### config.mk
export PLATFORM = sky130hd
export DESIGN_NAME = spr_de_gamma_interp
export DESIGN_NICKNAME = d
export VERILOG_FILES = /design/src/rtl/spr_de_gamma_interp.sv
export SDC_FILE = /design/constraint.sdc
export NUM_CORES = 2
export LEC_CHECK = 0
export CAP_MARGIN = 20
export CORE_MARGIN = 3
export CORE_UTILIZATION = 55
export DETAILED_ROUTE_END_ITERATION = 12
export GPL_TIMING_DRIVEN = 1
export PLACE_DENSITY = 0.83
export SYNTH_ARGS = -nofsm -noshare
export SYNTH_HDL_FRONTEND = slang
export SYNTH_SLANG_ARGS = --single-unit
### constraint.sdc
create_clock -name clk -period 4.4 [get_ports clk]
set_input_delay 1.32 -clock clk [delete_from_list [all_inputs] [get_ports clk]]
set_output_delay 1.32 -clock clk [all_outputs]
set_load 0.005 [all_outputs]
### src/rtl/spr_de_gamma_interp.sv
// spr_de_gamma_interp
//   Per-channel de-gamma. A shared knot table maps gamma-domain codes to
//   linear-domain codes by piecewise-linear interpolation. The datapath is a
//   three-stage pipeline with one global stall enable.
//
// Ports
//   clk, reset              single clock; synchronous active-high reset
//   s_valid/s_ready/s_pix   input pixel stream, channel 0 in the LSBs
//   m_valid/m_ready/m_pix   output pixel stream, channel 0 in the LSBs
//   cfg_bypass              per-pixel bypass, sampled when the pixel is accepted
//   cfg_we/cfg_addr/cfg_wdata  knot table write port
//   cfg_rdata               registered readback of knot[cfg_addr]
module spr_de_gamma_interp #(
    parameter int IN_W     = 8,
    parameter int OUT_W    = 11,
    parameter int SEG_BITS = 5,
    parameter int CH       = 3
) (
    input  logic                  clk,
    input  logic                  reset,
    input  logic                  s_valid,
    output logic                  s_ready,
    input  logic [CH*IN_W-1:0]    s_pix,
    output logic                  m_valid,
    input  logic                  m_ready,
    output logic [CH*OUT_W-1:0]   m_pix,
    input  logic                  cfg_bypass,
    input  logic                  cfg_we,
    input  logic [SEG_BITS:0]     cfg_addr,
    input  logic [OUT_W-1:0]      cfg_wdata,
    output logic [OUT_W-1:0]      cfg_rdata
);
    localparam int FRAC_W   = IN_W - SEG_BITS;
    localparam int KNOTS    = (1 << SEG_BITS) + 1;
    localparam int ADDR_W   = SEG_BITS + 1;
    // Signed width wide enough for (up - lo) * frac and for lo + that / 2^FRAC_W.
    localparam int PROD_W   = OUT_W + FRAC_W + 2;
    localparam int SHIFT_UP = OUT_W - IN_W;
    localparam logic signed [PROD_W-1:0] OUT_MAX = PROD_W'((1 << OUT_W) - 1);

    // Identity-like default curve; the last knot saturates at full scale.
    function automatic logic [OUT_W-1:0] knot_default(input int k);
        int v;
        v = k << (OUT_W - SEG_BITS);
        if (v > (1 << OUT_W) - 1)
            return '1;
        return v[OUT_W-1:0];
    endfunction

    // ------------------------------------------------------------------
    // Knot table: plain registers, written regardless of pipeline stalls.
    // ------------------------------------------------------------------
    logic [OUT_W-1:0] knot_reg [KNOTS];
    logic             addr_ok;

    assign addr_ok = (int'(cfg_addr) < KNOTS);

    always_ff @(posedge clk) begin
        if (reset) begin
            for (int k = 0; k < KNOTS; k++)
                knot_reg[k] <= knot_default(k);
            cfg_rdata <= '0;
        end else begin
            if (cfg_we && addr_ok)
                knot_reg[cfg_addr] <= cfg_wdata;
            // Reads the pre-write value on a same-edge write.
            cfg_rdata <= addr_ok ? knot_reg[cfg_addr] : '0;
        end
    end

    // ------------------------------------------------------------------
    // Pipeline control: every stage advances together when en is high.
    // ------------------------------------------------------------------
    logic en;
    logic v1_reg, v2_reg, v3_reg;
    logic byp1_reg, byp2_reg;

    assign en      = !v3_reg || m_ready;
    assign s_ready = en;
    assign m_valid = v3_reg;

    always_ff @(posedge clk) begin
        if (reset) begin
            v1_reg   <= 1'b0;
            v2_reg   <= 1'b0;
            v3_reg   <= 1'b0;
            byp1_reg <= 1'b0;
            byp2_reg <= 1'b0;
        end else if (en) begin
            v1_reg   <= s_valid;
            byp1_reg <= cfg_bypass;
            v2_reg   <= v1_reg;
            byp2_reg <= byp1_reg;
            v3_reg   <= v2_reg;
        end
    end

    // ------------------------------------------------------------------
    // Per-channel datapath
    // ------------------------------------------------------------------
    for (genvar gi = 0; gi < CH; gi++) begin : g_ch
        logic [SEG_BITS-1:0]      idx;
        logic [FRAC_W-1:0]        frac;
        logic [ADDR_W-1:0]        lo_addr;
        logic [ADDR_W-1:0]        up_addr;
        logic [OUT_W-1:0]         lo1_reg, up1_reg, lo2_reg;
        logic [FRAC_W-1:0]        frac1_reg;
        logic [IN_W-1:0]          pix1_reg, pix2_reg;
        logic signed [PROD_W-1:0] diff, frac_s, prod_next, prod2_reg, sum;
        logic [OUT_W-1:0]         res_next, res_reg;

        assign idx     = s_pix[gi*IN_W + FRAC_W +: SEG_BITS];
        assign frac    = s_pix[gi*IN_W +: FRAC_W];
        assign lo_addr = {1'b0, idx};
        assign up_addr = lo_addr + ADDR_W'(1);

        // S2 input: signed slope times unsigned fraction.
        always_comb begin
            diff      = $signed({{(PROD_W-OUT_W){1'b0}}, up1_reg})
                      - $signed({{(PROD_W-OUT_W){1'b0}}, lo1_reg});
            frac_s    = $signed({{(PROD_W-FRAC_W){1'b0}}, frac1_reg});
            prod_next = diff * frac_s;
        end

        // S3 input: floor-shifted product added to lo, clamped to code range.
        always_comb begin
            sum = $signed({{(PROD_W-OUT_W){1'b0}}, lo2_reg}) + (prod2_reg >>> FRAC_W);
            if (byp2_reg)
                res_next = OUT_W'(pix2_reg) << SHIFT_UP;
            else if (sum < 0)
                res_next = '0;
            else if (sum > OUT_MAX)
                res_next = '1;
            else
                res_next = sum[OUT_W-1:0];
        end

        always_ff @(posedge clk) begin
            if (reset) begin
                lo1_reg   <= '0;
                up1_reg   <= '0;
                frac1_reg <= '0;
                pix1_reg  <= '0;
                prod2_reg <= '0;
                lo2_reg   <= '0;
                pix2_reg  <= '0;
                res_reg   <= '0;
            end else if (en) begin
                lo1_reg   <= knot_reg[lo_addr];
                up1_reg   <= knot_reg[up_addr];
                frac1_reg <= frac;
                pix1_reg  <= s_pix[gi*IN_W +: IN_W];
                prod2_reg <= prod_next;
                lo2_reg   <= lo1_reg;
                pix2_reg  <= pix1_reg;
                res_reg   <= res_next;
            end
        end

        assign m_pix[gi*OUT_W +: OUT_W] = res_reg;
    end

endmodule

==> out/results.tsv <==
stage	metric	value	unit
global_route	grt_max_degree	170	
layout	area_growth	14.7	%
setup_path	slowest_delay	0.56	ns
logic_synthesis	synth-xor-area-share	1.24	%
floorplanning	die_h	343	µm
layout	drive_gt1_share	26.3	%
setup_path	reg2reg_slack	0.05	ns
sta	report.final.slew_viol_count	0	
logic_synthesis	synth_warnings	0	
setup_path	cp-start-kind	register	
placed_design	place_congestion	1.00	
sta	post-route-min-period	4.35	ns
floorplanning	io_pins	93	
setup_path	timing.rr.end	g_ch[0].prod2_reg[14]	
cts	cts_tree	built	
setup_path	cpMaxStageDelayCell	fa_1	
routing	dr_total_vias	49200	
sta	fin_ws	0.0459	ns
power_and_ir_drop	ir_drop	0.319	mV
global_route	grt_pass1_vias	48200	
logic_synthesis	yosys-top-cells-area	edfxtp_1, mux4_2, dfxtp_1, and2_1, ha_1	
sta	grt_setup_unrepaired	yes	
sta	fmaxAchievable	230	MHz
routing	first_pass_iters	6	
layout	largest_reg_flops	704	
hold_path	hold_path_depth	2	
setup_path	critPathKind	register to register	
logic_synthesis	synth_top_family_by_area	multiplexers	
cts	hold_buffers	0	
routing	drc_errors	0	
logic_synthesis	synth_fa_ha_area_share	4.36	%
routing	wl_per_cell	31.6	µm
sta	setup_viol	0	
logic_synthesis	synth_area_leader_cell	edfxtp_1	
hold_path	min_path_type	register to register	
logic_synthesis	synthFlopType	edfxtp_1	
placed_design	numPortBuffers	92	
floorplanning	die-area	0.117	mm²
setup_path	arrival	4.95	ns
floorplanning	row_count	122	
placed_design	dp.cells	6669	
logic_synthesis	yosys-top-cells-count	mux4_2, edfxtp_1, nand2_1	
logic_synthesis	netlist.area_leader.share	33.9	%
cts	htreeDepth	3	
global_route	grt_first_pass_wirelength	315	mm
logic_synthesis	seq_area_frac_synth	41.4	%
layout	nNetsFinal	5537	
logic_synthesis	syn_avg_cell_area	12.9	µm²
logic_synthesis	ys_types	82	
logic_synthesis	yosys.cell_count.top_type	mux4_2	
sta	hold_violations	0	
cts	root_buffer	clkbuf_16	
floorplanning	die_w	343	µm
sta	timing.slew.headroom	32.2	%
cts	numCtsBuffers	100	
routing	viasPerCell	7.16	
floorplanning	core_area	0.112	mm²
logic_synthesis	synth_compound_area_share	10.5	%
setup_path	cp_num_buf_inv	3	
logic_synthesis	async_flop_share	0	%
setup_path	r2r_cells	19	
global_route	antenna_found_initial	12	
hold_path	holdPathEnd	g_ch[1].pix2_reg[6]	
placed_design	preCtsSetupSlack	-0.144	ns
power_and_ir_drop	powerDensity	393	mW/mm²
floorplanning	start_util	55.9	%
cts	cts_buffer_depth	3	
sta	period_share	99.0	%
logic_synthesis	netlist_area	0.0624	mm²
setup_path	cp_cell_sequence	inv_2 > ha_4 > inv_2 > fa_2 > a21o_1 > a21oi_2 > o21bai_1 > a21oi_2 > o21ai_2 > o41a_1 > a21oi_1 > ha_1 > fa_1 > ha_4 > buf_6 > a41o_1 > o41ai_2 > xnor2_1 > a22o_1	
routing	wl	217	mm
placed_design	post-dp-hpwl	147	mm
routing	antenna_left	0	
global_route	track_usage	36.6	%
cts	cts.clk_slew.worst_paths	0.06	ns
logic_synthesis	synth_edf_count	704	
run	max_cap_violations	0	
global_route	grt_overflow	0	
sta	skew	0.0453	ns
setup_path	r2r-start	g_ch[0].up1_reg[0]	
sta	tightest_slew	1.01	ns
outcome	status	complete, no violations	
logic_synthesis	synth_simple_gate_area_share	10.6	%
power_and_ir_drop	cellLeakagePower	0.0262	µW
logic_synthesis	ys_seq_elements	939	
cts	clkSinkCount	939	
routing	drt_iter0_drc	7385	
power_and_ir_drop	fin_total_pwr	28100	µW
cts	clk_latency	0.73	ns
layout	final_cells	6876	
hold_path	min_from	g_ch[1].pix2_reg[6]	
setup_path	worstPathRequired	4.99	ns
setup_path	cp-end-kind	register	
setup_path	cp_max_fo	5	
setup_path	crit_family	compound AO/OA/AOI/OAI gates	
logic_synthesis	netlist_instances	4840	
logic_synthesis	yosys-mux-area-fraction	27.6	%
## worst min-delay path, cell delays in order, from the launching register on
cell and delay [ns]:
dfxtp_1 0.30, nand2_1 0.05, a21oi_1 0.05
## metal layers
metal | wire [µm] | vias up | global-route usage (%) | share of wire [%]
met4 | 18900 | 8 | 23.7 | 8.7
met1 | 68900 | 24100 | 44.3 | 32
li1 | - | 19800 | - | -
met2 | 94400 | 4265 | 54.6 | 43
met3 | 34900 | 1093 | 14.7 | 16
met5 | 43 | - | 0 | 0.020
## layout by cell type (no fill, tap or decap), drive strengths merged, types with 98 or more instances in the layout
cell type and instances:
conb 341, a22oi 244, edfxtp 704, or3 98, inv 184, dfxtp 235, a21oi 262, buf 380
nand2 374, and2 348, ha 150, nor2 152, mux4 734, clkbuf 129
## through the flow
step	utilization, %	hold WS [ns]	cell area (µm²)	setup TNS (ns)
after floorplan	-	0.427	63600	0
after global placement	60.6	0.438	67700	-0.210
after detailed placement	60.6	0.442	67700	-0.881
after CTS	63.6	0.449	71000	0
after global routing	64.1	0.471	71500	-0.912
final	64.1	0.449	71600	0
## report_power, final
group	internal, µW	total, µW	switching, µW	leakage, µW
Sequential	10400	11200	813	0.00878
Clock	4690	8410	3730	0.00158
Combinational	4030	8510	4480	0.0159
Total	19100	28100	9020	0.0262
## logic make-up (layout without fill, tap and decap cells)
kind of cell | Yosys count | count (layout)
AND/OR/NAND/NOR | 1262 | 1262
AO/OA/AOI/OAI | 949 | 949
flip-flops | 939 | 939
multiplexers | 804 | 804
buffers and inverters | 605 | 808
adder cells (fa/ha/maj) | 192 | 192
XOR/XNOR | 88 | 88
other | 1 | 346
## worst max path at each step
| stage | startpoint | end | slack, ns | depth (start not counted) |
|---|---|---|---|---|
| after detailed placement | g_ch[2].up1_reg[0] | g_ch[2].prod2_reg[12] | -0.14 | 20 |
| after CTS | g_ch[0].up1_reg[0] | g_ch[0].prod2_reg[15] | 0.0008 | 22 |
| after floorplan | g_ch[1].lo1_reg[0] | g_ch[1].prod2_reg[15] | 0.01 | 21 |
| after global routing | g_ch[0].lo1_reg[1] | g_ch[0].prod2_reg[14] | -0.21 | 20 |
| final | g_ch[0].up1_reg[0] | g_ch[0].prod2_reg[14] | 0.05 | 19 |
| after global placement | cfg_addr[0] | cfg_rdata[0] | -0.16 | 11 |
## timing repair
| action | in CTS | in global routing |
|---|---|---|
| pin swaps | 9 | 43 |
| buffers inserted | 1 | 10 |
| resized for setup | 26 | 79 |
| endpoints found under the setup margin | 11 | 21 |
## layout make-up
cell class	count	area (µm²)
clock inverter	58	512
antenna	5	12.5
timing repair buffer	446	4190
fill	8053	40000
tap	1488	1860
multi-input combinational	3636	35800
sequential	939	25800
inverter	175	662
clock buffer	129	2710
(Power assumes the default switching activity.)
